$ cat src/rtl/regfile_write_queue.sv
// In-order writeback queue feeding the register file write port, one write per cycle.
// Also reports pending writes and forwards the youngest pending data for two read ports.
module regfile_write_queue #(
    parameter int DEPTH = 4,
    parameter int AW    = 4,
    parameter int DW    = 16
) (
    input  logic                     clk,
    input  logic                     rst,
    input  logic                     alu_valid,
    input  logic [AW-1:0]            alu_reg,
    input  logic [DW-1:0]            alu_data,
    output logic                     alu_ready,
    input  logic                     ld_valid,
    input  logic [AW-1:0]            ld_reg,
    input  logic [DW-1:0]            ld_data,
    output logic                     ld_ready,
    output logic [AW-1:0]            WriteReg,
    output logic [DW-1:0]            WriteData,
    output logic                     WE,
    input  logic [AW-1:0]            a_reg,
    input  logic [AW-1:0]            b_reg,
    output logic                     a_pending,
    output logic [DW-1:0]            a_fwd,
    output logic                     b_pending,
    output logic [DW-1:0]            b_fwd,
    output logic [$clog2(DEPTH):0]   count,
    output logic                     empty
);
    localparam int PW = $clog2(DEPTH);
    localparam logic [PW:0] FULL_COUNT = (PW+1)'(DEPTH);

    logic [AW-1:0] slot_reg  [DEPTH];
    logic [DW-1:0] slot_data [DEPTH];
    logic [PW-1:0] head;
    logic [PW-1:0] tail;
    logic          push;
    logic          pop;
    logic [AW-1:0] push_reg;
    logic [DW-1:0] push_data;

    // Load has fixed priority; a same-cycle pop never frees a slot for this cycle's accept.
    assign ld_ready  = (count != FULL_COUNT);
    assign alu_ready = (count != FULL_COUNT) && !ld_valid;
    assign push      = (ld_valid && ld_ready) || (alu_valid && alu_ready);
    assign push_reg  = ld_valid ? ld_reg  : alu_reg;
    assign push_data = ld_valid ? ld_data : alu_data;
    assign pop       = (count != '0);
    assign empty     = (count == '0) && !WE;

    always_ff @(posedge clk) begin
        if (!rst && push) begin
            slot_reg[tail]  <= push_reg;
            slot_data[tail] <= push_data;
        end
    end

    always_ff @(posedge clk) begin
        if (rst) begin
            head      <= '0;
            tail      <= '0;
            count     <= '0;
            WE        <= 1'b0;
            WriteReg  <= '0;
            WriteData <= '0;
        end else begin
            if (push) begin
                tail <= tail + 1'b1;
            end
            if (pop) begin
                head      <= head + 1'b1;
                WE        <= 1'b1;
                WriteReg  <= slot_reg[head];
                WriteData <= slot_data[head];
            end else begin
                WE <= 1'b0;
            end
            case ({push, pop})
                2'b10:   count <= count + 1'b1;
                2'b01:   count <= count - 1'b1;
                default: count <= count;
            endcase
        end
    end

    // Scan oldest to youngest so later matches override; the output stage is older than any entry.
    function automatic logic [DW:0] find_youngest(input logic [AW-1:0] addr);
        logic [DW:0]   hit;
        logic [PW-1:0] idx;
        hit = '0;
        if (WE && WriteReg == addr) begin
            hit = {1'b1, WriteData};
        end
        for (int k = 0; k < DEPTH; k++) begin
            idx = head + PW'(k);
            if (((PW+1)'(k) < count) && slot_reg[idx] == addr) begin
                hit = {1'b1, slot_data[idx]};
            end
        end
        return hit;
    endfunction

    assign {a_pending, a_fwd} = find_youngest(a_reg);
    assign {b_pending, b_fwd} = find_youngest(b_reg);

endmodule

$ cat config.mk
export PLATFORM = sky130hd
export DESIGN_NAME = regfile_write_queue
export DESIGN_NICKNAME = d
export VERILOG_FILES = /design/src/rtl/regfile_write_queue.sv
export SDC_FILE = /design/constraint.sdc
export NUM_CORES = 1
export LEC_CHECK = 0
export ABC_AREA = 1
export CELL_PAD_IN_SITES_DETAIL_PLACEMENT = 2
export CELL_PAD_IN_SITES_GLOBAL_PLACEMENT = 2
export CORE_ASPECT_RATIO = 1.75
export CORE_MARGIN = 2
export CORE_UTILIZATION = 33
export DETAILED_ROUTE_END_ITERATION = 6
export GPL_ROUTABILITY_DRIVEN = 0
export HOLD_SLACK_MARGIN = 0.02
export PLACE_DENSITY = 0.95
export SLEW_MARGIN = 40
export SYNTH_ARGS = -nofsm -noshare
export SYNTH_HDL_FRONTEND = slang
export SYNTH_SLANG_ARGS = --single-unit
$ cat constraint.sdc
create_clock -name clk -period 4.25 [get_ports clk]
set_clock_uncertainty 0.05 [all_clocks]
set_input_delay 0.6375 -clock clk [delete_from_list [all_inputs] [get_ports clk]]
set_output_delay 0.6375 -clock clk [all_outputs]
set_load 0.02 [all_outputs]
Word-level counts from Yosys, hierarchy flattened. Memory sizes are Yosys's and may differ from the RTL's. A register that Yosys moved wholly into a read port is not among the register bits. Cells that the tools add are included.

Add/subtract/negate cells: 6. Order comparisons: 4. Equal/unequal tests: 13. Muxes and demuxes: 20. Reduce and logical (&&, ||, !) cells: 22.

Operator list (number): 17-bit 2-to-1 mux (10); 4-bit == test (10); 16-bit 2-to-1 mux (1); 1-bit logical AND (15); 2-bit 2-to-1 mux (4); 1-bit by 3-bit < comparator with 1-bit output, first input constant (2); 2-bit by 3-bit < comparator with 1-bit output, first input constant (2); 3-bit case mux with 2 select lines (1); 2-bit by 1-bit adder with 2-bit output, second input constant (2); 2-bit adder, second input constant (2); 4-bit 2-to-1 mux (1); 3-bit by 1-bit adder with 3-bit output, second input constant (1); 1-bit zero test (3); 3-bit zero test (1); 1-bit 2-to-1 mux (3); 3-bit inequality test, second input constant (1); 3-bit nonzero test (1); 3-bit by 1-bit subtractor with 3-bit output, second input constant (1); 2-bit by 1-bit == test with 1-bit output, second input constant (1); 2-bit == test, second input constant (1); 2-bit nonzero test (1); 1-bit logical OR (1).

Register bits: 28. Bits in writable memories: 80. Input port bits: 52. Output and inout bits: 61. Word-level logic and storage cells: 73. Memories kept: 2.

Memory list: slot_data (depth 4, width 16, read ports 4, clocked after memory_dff 1, wr ports 1, line 34) `logic [DW-1:0] slot_data [DEPTH];`; slot_reg (depth 4, width 4, read ports 4, clocked after memory_dff 1, wr ports 1, line 33) `logic [AW-1:0] slot_reg [DEPTH];`.

Longest topological paths before layout. Gate-level depths: netlist of run 1.

Depth after elaboration: 7. Gate-level depth with buffers: 17. Mapped depth without buffers: 14.

Least setup slack after synthesis of run 1. OpenSTA, ideal clock, no wires.

Path kind: reg2reg. Start: reg count[0]. End: mem slot_data[0][0], enable pin. Setup time: 0.397 ns. Arrival: 2.412 ns. Required time: 3.803 ns. Path slack: 1.391 ns. Stages on the path, launching flop included: 7. Buffers on the path: 0. Period minus slack after synthesis: 2.859 ns. Path through: dfxtp_1 -> inv_1 -> ha_1 -> nand2_1 -> o21ai_1 -> or2_2 -> nor2_1.

Cells in the longest elaborated chain, start to end: 7. Elaborated cells between the ends (all ways): 8. Those cells by class: 1 x eq/ne; 2 x mux; 5 x reduce/logical.

Ends and longest elaborated chain: from (decl) (line 27) `output logic [$clog2(DEPTH):0] count,`; from (signal assigned) (line 79) `2'b10: count <= count + 1'b1;`; from (signal assigned) (line 80) `2'b01: count <= count - 1'b1;`; from (signal assigned) (line 81) `default: count <= count;`; 3-bit inequality test * (line 43) `assign ld_ready = (count != FULL_COUNT);`; via ld_ready (line 17) `output logic ld_ready,`; 1-bit logical AND (line 44) `assign alu_ready = (count != FULL_COUNT) && !ld_valid;`; 1-bit logical AND (line 45) `assign push = (ld_valid && ld_ready) || (alu_valid && alu_ready);`; 1-bit logical OR * (line 45); 1-bit logical AND * (line 52) `if (!rst && push) begin`; 1-bit 2-to-1 mux * (line 52); 1-bit 2-to-1 mux (not written as such) * (line 54) `slot_data[tail] <= push_data;`; to (decl) (line 34).

The timed path passes the listed nets; every way through them passes the cells marked *.

Final worst setup path of run 1.
Start: reg head[1]. End: out a_fwd[13].

Cells in the longest elaborated chain, start to end: 7. Elaborated cells between the ends (all ways): 14. Those cells by class: 3 x add/sub; 3 x eq/ne; 3 x mux; 3 x reduce/logical; 2 x memory.

Ends and longest elaborated chain: from (decl) (line 35) `logic [PW-1:0] head;`; from (signal assigned) (line 71) `head <= head + 1'b1;`; 2-bit by 1-bit adder with 2-bit output (line 95) `idx = head + PW'(k);`; memory 4 x 4 bit; 4-bit == test (line 96) `if (((PW+1)'(k) < count) && slot_reg[idx] == addr) begin`; 1-bit logical AND (line 96); 17-bit 2-to-1 mux (2 in series) (line 96); 17-bit 2-to-1 mux * (line 96); to (decl) (line 24) `output logic [DW-1:0] a_fwd,`.

Mark *: on every way between the ends. The rest lies on a longest branch, timed or not.

==> results of run 1 <==
power by group:
group / total [W] / internal, W / switching (W)
clock: 0.000912 / 0.000424 / 0.000488
combinational: 0.00530 / 0.00156 / 0.00374
sequential: 0.00165 / 0.00138 / 0.000273
total: 0.00787 / 0.00337 / 0.00450
critical path, delay by kind of cell (launching register included):
family                 cells  cell delay [ns]
buffers and inverters      3             1.24
flip-flops                 1             0.54
AND/OR/NAND/NOR            9             1.27
cell families after synthesis:
logic type	count (synthesis)
and+or+nand+nor	753
DFF	110
xor gates and xnor gates	6
AOI/OAI and AO/OA	218
buffers and inverters	146
muxes	20
adders and majority gates	9
final timing paths:
check,from,endpoint,slack [ns],cells after the start
max,head[1],a_fwd[13],0.12,12
min,tail[1],tail[1],0.54,2
max reg2reg,count[0],slot_data[3][0],1.80,7
min reg2reg,tail[1],tail[1],0.54,2
per-stage QoR:
step	instance area (um^2)	utilization, %	worst slack, ns	cells	TNS, ns
4_1_cts	10200	40.4	0.0538	1668	0
6_report	10200	40.5	0.118	1669	0
2_1_floorplan	8460	-	1.39	1262	0
3_3_place_gp	9880	39.1	0.347	1652	0
3_5_place_dp	9880	39.1	0.260	1652	0
5_1_grt	10200	40.5	-0.0257	1669	-0.0257
cells in the mapped netlist, types with 2 or more instances:
master,n,area (um^2)
nand2_1,439,1650
nor2_1,172,646
o21ai_0,114,571
nand3_1,95,475
edfxtp_1,80,2400
inv_1,68,255
a21oi_1,55,275
clkbuf_1,34,128
dfxtp_1,30,601
o211ai_1,23,173
mux2_2,20,225
nand4_1,17,106
a22oi_1,16,120
buf_2,16,80.1
buf_6,15,169
ha_1,9,113
nand2_2,6,37.5
nand3_2,5,50.1
nor2_4,5,56.3
o21ai_1,5,25.0
xor2_1,5,43.8
buf_1,4,15.0
buf_4,4,30.0
inv_2,4,15.0
nor2_2,4,25.0
nand2_4,3,33.8
o22ai_1,3,18.8
nand3b_1,2,15.0
nand3b_4,2,40.0
what timing repair did:
item	CTS	global route
setup buffers	0	2
hold buffers	0	0
endpoints found under the setup margin	10	33
pin swaps	0	1
gates resized for setup	1	5
cell type report:
cell class,count,share of cell area [%]
clock buffers,9,2.20
clock inverters,7,0.845
inverters,73,2.73
multi-input cells,1006,46.7
flip-flops and latches,110,29.4
well taps,316,3.87
repair buffers,148,14.3
routing by layer:
| layer | track usage, % | up-vias |
|---|---|---|
| met2 | 56.6 | 382 |
| met1 | 30.7 | 4773 |
| met5 | 0 | - |
| li1 | - | 4334 |
| met3 | 3.00 | 194 |
| met4 | 27.1 | 0 |
==> results by group, run 1 <==
Power
  • Power Total: 0.00787 W
  • Cell Pwr Density: 770 nW/um^2
  • LEAKAGE: between 4 and 5 nW
  • VDD IR max: around 0.00048 V

Finish
  • Layout cells sized above 1: 8.28%
  • Nets: 1409
  • Commonest non-fill, non-tap cell in the layout: nand2_1
  • Max reg flops: 64
  • Most frequent cells in the layout: nand2_1, nor2_1, o21ai_0, clkdlybuf4s50_1, nand3_1
  • Number of fill cells: 3047
  • Multi-input logic area: 4770 um^2
  • Antenna Cells: 0
  • Area growth, synth to finish: 20.8%
  • FF+latch area: 3010 um^2

Setup path
  • Critical Path AT: 3.44 ns
  • Critical Path, Cell by Cell: buf_4, nand2_1, nand3_1, nand2_1, nand3b_1, nor2_2, buf_4, nor2_1, nand2_1, nand2_1, nand2_1, clkdlybuf4s50_1
  • Worst EP required: 3.56 ns
  • Slowest cell on crit path: clkdlybuf4s50_1
  • CP most frequent cell: nand2_1
  • Crit-path max FO: 17
  • Crit Path Category: register to output pin
  • Startpoint Class: register
  • Worst setup EP type: output pin
  • Worst path max stage delay: 0.60 ns

Placement
  • Port bufs: 112
  • DP HPWL: 31100 um

Global route
  • Largest net degree at the start of global routing: 47
  • Vias in the first global route: 10800
  • Initial antenna violation count: 0
  • Total GRT Usage: 31.0%
  • GRT Residual Overflow: 0
  • First-pass GRT wire length: about 64000 um

Synth
  • XOR/XNOR Fraction of Synth Area: 0.710%
  • Gate Count Post-Synth: 1262
  • Post-synthesis mux area share: 2.66%
  • Post-Synth Simple-Gate Area: 37.4%
  • Asr flop ratio synth: 0%
  • Synthesized flop and latch total: 110
  • Synthesized area: between 8000 and 9000 um^2
  • Main synth FF type: edfxtp_1
  • Adder-Cell Fraction of Synth Area: 1.33%
  • Area fraction in compound gates after synthesis: 14.2%
  • Post-synthesis area per instance: 6.70 um^2
  • Syn nets: 1323
  • Post-synth EDFFs: 80
  • Sequential area share after synthesis: 35.5%
  • Largest family of logic cells by synthesized area: simple AND/OR/NAND/NOR gates
  • Syn. warnings: 0
  • Netlist cell types: 36

Drt
  • Routed wl met2: ~22000 um
  • Met3 WL: 1350 um
  • Routed Antenna Nets: 0
  • Starting DRC count in detailed routing: 607
  • Remaining DRCs: 0
  • Routed len/inst: ~25 um
  • Max layer used: met4
  • Total wire length: 41900 um
  • Total number of vias: 9683
  • Pre-antenna DRT Iters: 5
  • Vias per cell: 5.80
  • DRT met1 WL: 14200 um

CTS
  • Max clock buf depth: 2
  • Clk_lat worst skew: approximately 0.38 ns
  • Root Buffer: clkbuf_16
  • Clock tree from TritonCTS: done
  • CTS sink count: 110
  • Worst-path clk slew: 0.08 ns
  • Num CTS Buffers: 9
  • H-tree depth: 3

STA
  • Final worst path period need: between 4 and 5 ns
  • Fmax: approximately 240 MHz
  • Max Slew Vio Count: 0
  • Fin. Hold Viols: 0
  • Hold slack: 0.539 ns
  • Final period utilization: 97.2%
  • Relative slew slack: between 40 and 50%
  • Final setup viols: 0
  • Tightest Pin Transition: 0.807 ns

Floorplanning
  • Ports: between 100 and 150
  • Initial core utilization: 33.5%
  • Die boundary width: 125 um
  • Total die area: 27000 um^2
  • Site row count: 77
  • Die Y: 216 um
  • Core area: 25200 um^2

Flow run
  • Max_cap viols: 0

Status
  • Status: completed

Worst hold path
  • Worst Hold Class: register to register
Power figures use the tool's default switching activity.
==> run 2: changes to the inputs <==
CORE_ASPECT_RATIO = 0.6   (was 1.75)
CORE_MARGIN = default   (was 2)
==> results by group, run 2 (synthesis results as in run 1) <==
STA
  • Max Slew Vio Count: 0 (unchanged)
  • Relative slew slack: 39.2% (-6.7 points)
  • Final period utilization: 100% (+3.2 points)
  • Fin. Hold Viols: 0 (unchanged)
  • Setup_tns: -0.0180 ns (-0.0180 ns)
  • RSZ-0062 raised after global routing: yes
  • Hold slack: 0.550 ns (+0.0116 ns)
  • Fmax: 234 MHz (-3.2%)
  • Tightest Pin Transition: 0.913 ns (+0.105 ns)
  • Final worst path period need: 4.27 ns (+0.136 ns)
  • Final setup viols: 1 (+1)
  • Setup ws final: -0.0180 ns (-0.136 ns)

Finish
  • Post-route cell area: 10300 um^2 (+0.76%)
  • Number of fill cells: 2917 (-4.3%)
  • Nets: 1404 (-0.35%)
  • Layout Utilization: 41.8% (+1.3 points)
  • Max reg flops: 64 (unchanged)
  • Most frequent cells in the layout: nand2_1, nor2_1, o21ai_0, clkdlybuf4s50_1, nand3_1
  • FF+latch area: 3010 um^2 (about the same)
  • Multi-input logic area: 4860 um^2 (+1.9%)
  • Commonest non-fill, non-tap cell in the layout: nand2_1
  • Area growth, synth to finish: 21.7%
  • Antenna Cells: 0 (unchanged)
  • Layout cells sized above 1: 8.75% (+0.48 points)

CTS
  • Max clock buf depth: 2 (unchanged)
  • H-tree depth: 3 (unchanged)
  • Clk_lat worst skew: 0.40 ns (+0.02 ns)
  • Root Buffer: clkbuf_16
  • CTS Hold Bufs: 0 (unchanged)
  • Num CTS Buffers: 9 (unchanged)
  • Worst-path clk slew: 0.09 ns (about the same)
  • Clock tree from TritonCTS: done
  • CTS sink count: 110 (unchanged)

Drt
  • Total number of vias: 10700 (+10%)
  • Pre-antenna DRT Iters: 5 (unchanged)
  • Total wire length: 49600 um (+18%)
  • Remaining DRCs: 0 (unchanged)
  • Routed Antenna Nets: 0 (unchanged)
  • Starting DRC count in detailed routing: 1531 (+150%)
  • Routed len/inst: 29.7 um (+18%)
  • Vias per cell: 6.38 (+9.9%)

Global route
  • First-pass GRT wire length: 72000 um (+13%)
  • Largest net degree at the start of global routing: 90 (+91%)
  • Vias in the first global route: 10900 (+1.0%)
  • Total GRT Usage: 36.6% (+5.7 points)
  • GRT Residual Overflow: 0 (unchanged)
  • Initial antenna violation count: 1 (+1)

Setup path
  • Crit-path max FO: 45 (+28)
  • Worst setup EP type: output pin
  • Crit Path Category: register to output pin
  • Startpoint Class: register
  • Worst EP required: 3.56 ns (about the same)
  • Critical Path AT: 3.58 ns (+0.14 ns)

Placement
  • Port bufs: 112 (unchanged)
  • DP HPWL: 31300 um (+0.92%)
  • Dpl cell area: 9810 um^2 (-0.73%)

Worst hold path
  • Worst Hold Class: register to register

Power
  • Cell Pwr Density: 818 nW/um^2 (+6.2%)
  • VDD IR max: 0.000258 V (-46%)
  • LEAKAGE: 4.50 nW (+0.86%)

Status
  • Status: finished, violations left
  • Violated checks: setup timing

Floorplanning
  • Initial core utilization: 34.3% (+0.79 points)
  • Site row count: 44 (-43%)
  • Die boundary width: 209 um (+67%)
  • Total die area: 26300 um^2 (-2.5%)
  • Ports: 113 (unchanged)
  • Die Y: 126 um (-42%)
  • Core area: 24700 um^2 (-2.3%)

Flow run
  • Max_cap viols: 0 (unchanged)
-- run 2: final timing paths --
check,start,end,cells past startpoint,slack (ns)
worst max-delay path,head[0],b_fwd[3],13,-0.02
worst max register to register,count[0],count[2],9,1.53
worst min register to register,tail[1],tail[1],2,0.55
worst min-delay path,tail[1],tail[1],2,0.55
-- run 2: metal layers --
layer | track usage, % | up-vias | part of all wire (%) | routed length (um)
met5 | 0 | - | 0 | 0
met2 | 55.9 | 747 | 43 | 21400
met4 | 14.0 | 0 | 4.1 | 2050
met1 | 51.4 | 5389 | 42 | 21000
met3 | 6.56 | 173 | 10 | 5070
li1 | - | 4342 | - | -
-- run 2: worst max-delay path: stages, from the launching register on --
cell             delay [ns]
dfxtp_4                0.44
buf_16                 0.24
nand2_1                0.11
nand2_1                0.11
nand2_1                0.23
nand2_1                0.23
nand2_1                0.10
nand3_1                0.35
nand3b_4               0.31
nor2_1                 0.08
nor2_1                 0.16
nand2_1                0.11
nand2_1                0.08
clkdlybuf4s50_1        0.60
-- run 2: report_power, final --
part | switching (W) | leakage (nW) | internal [W]
Combinational | 0.00424 | 3.37 | 0.00156
Clock | 0.000508 | 0.150 | 0.000423
Sequential | 0.000306 | 0.981 | 0.00138
-- run 2: repair_timing --
action	4_1_cts	5_1_grt
cloned	0	3
endpoints found under the hold margin	0	0
resized for setup	6	20
setup buffers	2	0
setup endpoints to repair	33	34
pin swaps	1	1
-- run 2: layout make-up --
cell class / instances / area share [%]
flip-flops and latches: 110 / 29.2
well taps: 322 / 3.91
inverters: 73 / 2.73
repair buffers: 141 / 13.9
clock buffers: 9 / 2.19
multi-input cells: 1008 / 47.2
clock inverters: 7 / 0.838
-- run 2: per-stage QoR --
stage | worst slack [ns] | cells | power (W)
6_report | -0.0180 | 1670 | 0.00842
5_1_grt | -0.0698 | 1670 | 0.00863
3_5_place_dp | 0.144 | 1649 | 0.00677
2_1_floorplan | 1.39 | 1262 | 0.00459
3_3_place_gp | 0.370 | 1649 | 0.00640
4_1_cts | 0.0252 | 1667 | 0.00795
==> run 3: changes to the inputs <==
CORE_MARGIN = 5   (was default)
SLEW_MARGIN = 20   (was 40)
==> results by group, run 3 (synthesis results as in run 1) <==
Floorplanning
  • Initial core utilization: 33.5% (-0.84 points)
  • Ports: 113 (unchanged)
  • Total die area: 29000 um^2 (+10%)
  • Site row count: 45 (+2.3%)
  • Core area: 25300 um^2 (+2.5%)
  • Die boundary width: 217 um (+3.8%)
  • Die Y: 134 um (+6.3%)

Drt
  • Pre-antenna DRT Iters: 5 (unchanged)
  • Vias per cell: 5.87 (-8.0%)
  • Starting DRC count in detailed routing: 1078 (-30%)
  • Routed len/inst: 25.6 um (-14%)
  • Routed Antenna Nets: 0 (unchanged)
  • Total number of vias: 9856 (-7.5%)
  • Total wire length: 43100 um (-13%)
  • Remaining DRCs: 0 (unchanged)

CTS
  • H-tree depth: 3 (unchanged)
  • Root Buffer: clkbuf_16
  • CTS sink count: 110 (unchanged)
  • Num CTS Buffers: 9 (unchanged)
  • Max clock buf depth: 2 (unchanged)
  • CTS Hold Bufs: 0 (unchanged)
  • Clk_lat worst skew: 0.39 ns (about the same)
  • Clock tree from TritonCTS: done
  • Worst-path clk slew: 0.10 ns (about the same)

Worst hold path
  • Hold Path Stages: 2 (unchanged)
  • Hold path endpoint: tail[1]
  • Worst Hold Class: register to register
  • Hold_sp: tail[1]

Finish
  • Most frequent cells in the layout: nand2_1, nor2_1, o21ai_0, clkdlybuf4s50_1, nand3_1
  • Nets: 1407 (+0.21%)
  • Commonest non-fill, non-tap cell in the layout: nand2_1
  • Number of fill cells: 3037 (+4.1%)
  • Final std cells w/o fill: 1680 (+0.60%)
  • Layout cells sized above 1: 7.92% (-0.83 points)
  • Area growth, synth to finish: 20.6%
  • Multi-input logic area: 4770 um^2 (-1.9%)
  • Max reg flops: 64 (unchanged)
  • FF+latch area: 3010 um^2 (about the same)
  • Antenna Cells: 0 (unchanged)

Setup path
  • Reg2reg path depth: 7 (-2)
  • CP most frequent cell: nand2_1
  • Worst setup EP type: output pin
  • Worst R2R End: slot_data[2][2]
  • R2r startpoint: count[0]
  • Crit-path max FO: 33 (-27%)
  • Startpoint Class: register
  • Slowest cell on crit path: clkdlybuf4s50_1
  • Critical Path AT: 3.45 ns (-0.13 ns)
  • Crit Path Category: register to output pin
  • Critical Path, Cell by Cell: buf_4, nand2_4, nand2_4, nand2_1, nand3_1, nand2_1, nor2_1, nand3_2, buf_12, nor2_1, nor2_1, nand2_1, nand2_1, nand2_1, clkdlybuf4s50_1
  • R2R Setup Slk: 1.72 ns (+0.19 ns)
  • Worst EP required: 3.56 ns (about the same)
  • Worst path max stage delay: 0.64 ns (+0.04 ns)

STA
  • Final period utilization: 97.3% (-3.1 points)
  • Final worst path period need: 4.14 ns (-0.131 ns)
  • Tightest Pin Transition: 0.805 ns (-0.108 ns)
  • Max Slew Vio Count: 0 (unchanged)
  • Relative slew slack: 46.3% (+7.1 points)
  • Fin. Hold Viols: 0 (unchanged)
  • Fmax: 242 MHz (+3.2%)
  • Final setup viols: 0 (-1)
  • Hold slack: 0.546 ns (-0.00403 ns)

Power
  • LEAKAGE: 4.46 nW (-0.89%)
  • VDD IR max: 0.000284 V (+10%)
  • Cell Pwr Density: 787 nW/um^2 (-3.7%)

Placement
  • Placed Instances: 1663 (+0.85%)
  • Port bufs: 112 (unchanged)
  • DP HPWL: 31700 um (+1.0%)

Global route
  • Total GRT Usage: 28.9% (-7.8 points)
  • Largest net degree at the start of global routing: 47 (-48%)
  • Vias in the first global route: 10400 (-4.8%)
  • Initial antenna violation count: 0 (-1)
  • GRT Residual Overflow: 0 (unchanged)
  • First-pass GRT wire length: 64500 um (-10%)

Status
  • Status: completed

Flow run
  • Max_cap viols: 0 (unchanged)
[run 3: layout make-up]
class	count	area share (%)
timing repair buffer	146	14.0
tap	329	4.03
inverter	73	2.80
clock inverter	7	0.797
clock buffer	9	2.21
multi-input combinational	1006	46.7
sequential	110	29.5
[run 3: routing by layer]
| layer | share of wire (%) | global-route usage [%] | vias up |
|---|---|---|---|
| met5 | 0 | 0 | - |
| met4 | 1.6 | 6.46 | 0 |
| met3 | 9.3 | 7.17 | 63 |
| met2 | 44 | 45.2 | 467 |
| met1 | 45 | 40.5 | 5000 |
| li1 | - | - | 4326 |
[run 3: stage by stage]
step | area (um^2) | TNS, ns | worst slack (ns) | util [%] | power, W
6_report | 10200 | 0 | 0.113 | 40.4 | 0.00803
5_1_grt | 10200 | -0.00940 | -0.00940 | 40.4 | 0.00838
4_1_cts | 10200 | 0 | 0.0454 | 40.3 | 0.00781
3_5_place_dp | 9870 | 0 | 0.251 | 39.0 | 0.00679
3_3_place_gp | 9870 | 0 | 0.356 | 39.0 | 0.00643
2_1_floorplan | 8460 | 0 | 1.39 | - | 0.00459
[run 3: worst max path at each step]
stage                     cells past startpoint  startpoint         endpoint  slack [ns]
after floorplan                               6    count[0]  slot_data[0][0]        1.39
after global placement                       14    b_reg[2]         b_fwd[3]        0.36
after detailed placement                     11    b_reg[3]         b_fwd[4]        0.25
after CTS                                    16     head[0]        b_fwd[15]        0.05
after global routing                         15     head[1]        b_fwd[15]      -0.009
final                                        15     head[1]        b_fwd[15]        0.11
[run 3: what timing repair did]
action	4_1_cts	5_1_grt
gates resized for setup	2	6
endpoints found under the setup margin	31	33
buffers inserted	0	1
[run 3: critical path: cells and delay by family, from the launching register on]
family	cells	cell delay, ns
DFF	1	0.44
and+or+nand+nor	12	1.44
buffers and inverters	3	1.17
[run 3: report_power, final]
group / switching, W / internal (W) / total, W
combinational: 0.00389 / 0.00155 / 0.00544
clock: 0.000501 / 0.000427 / 0.000927
sequential: 0.000283 / 0.00138 / 0.00166
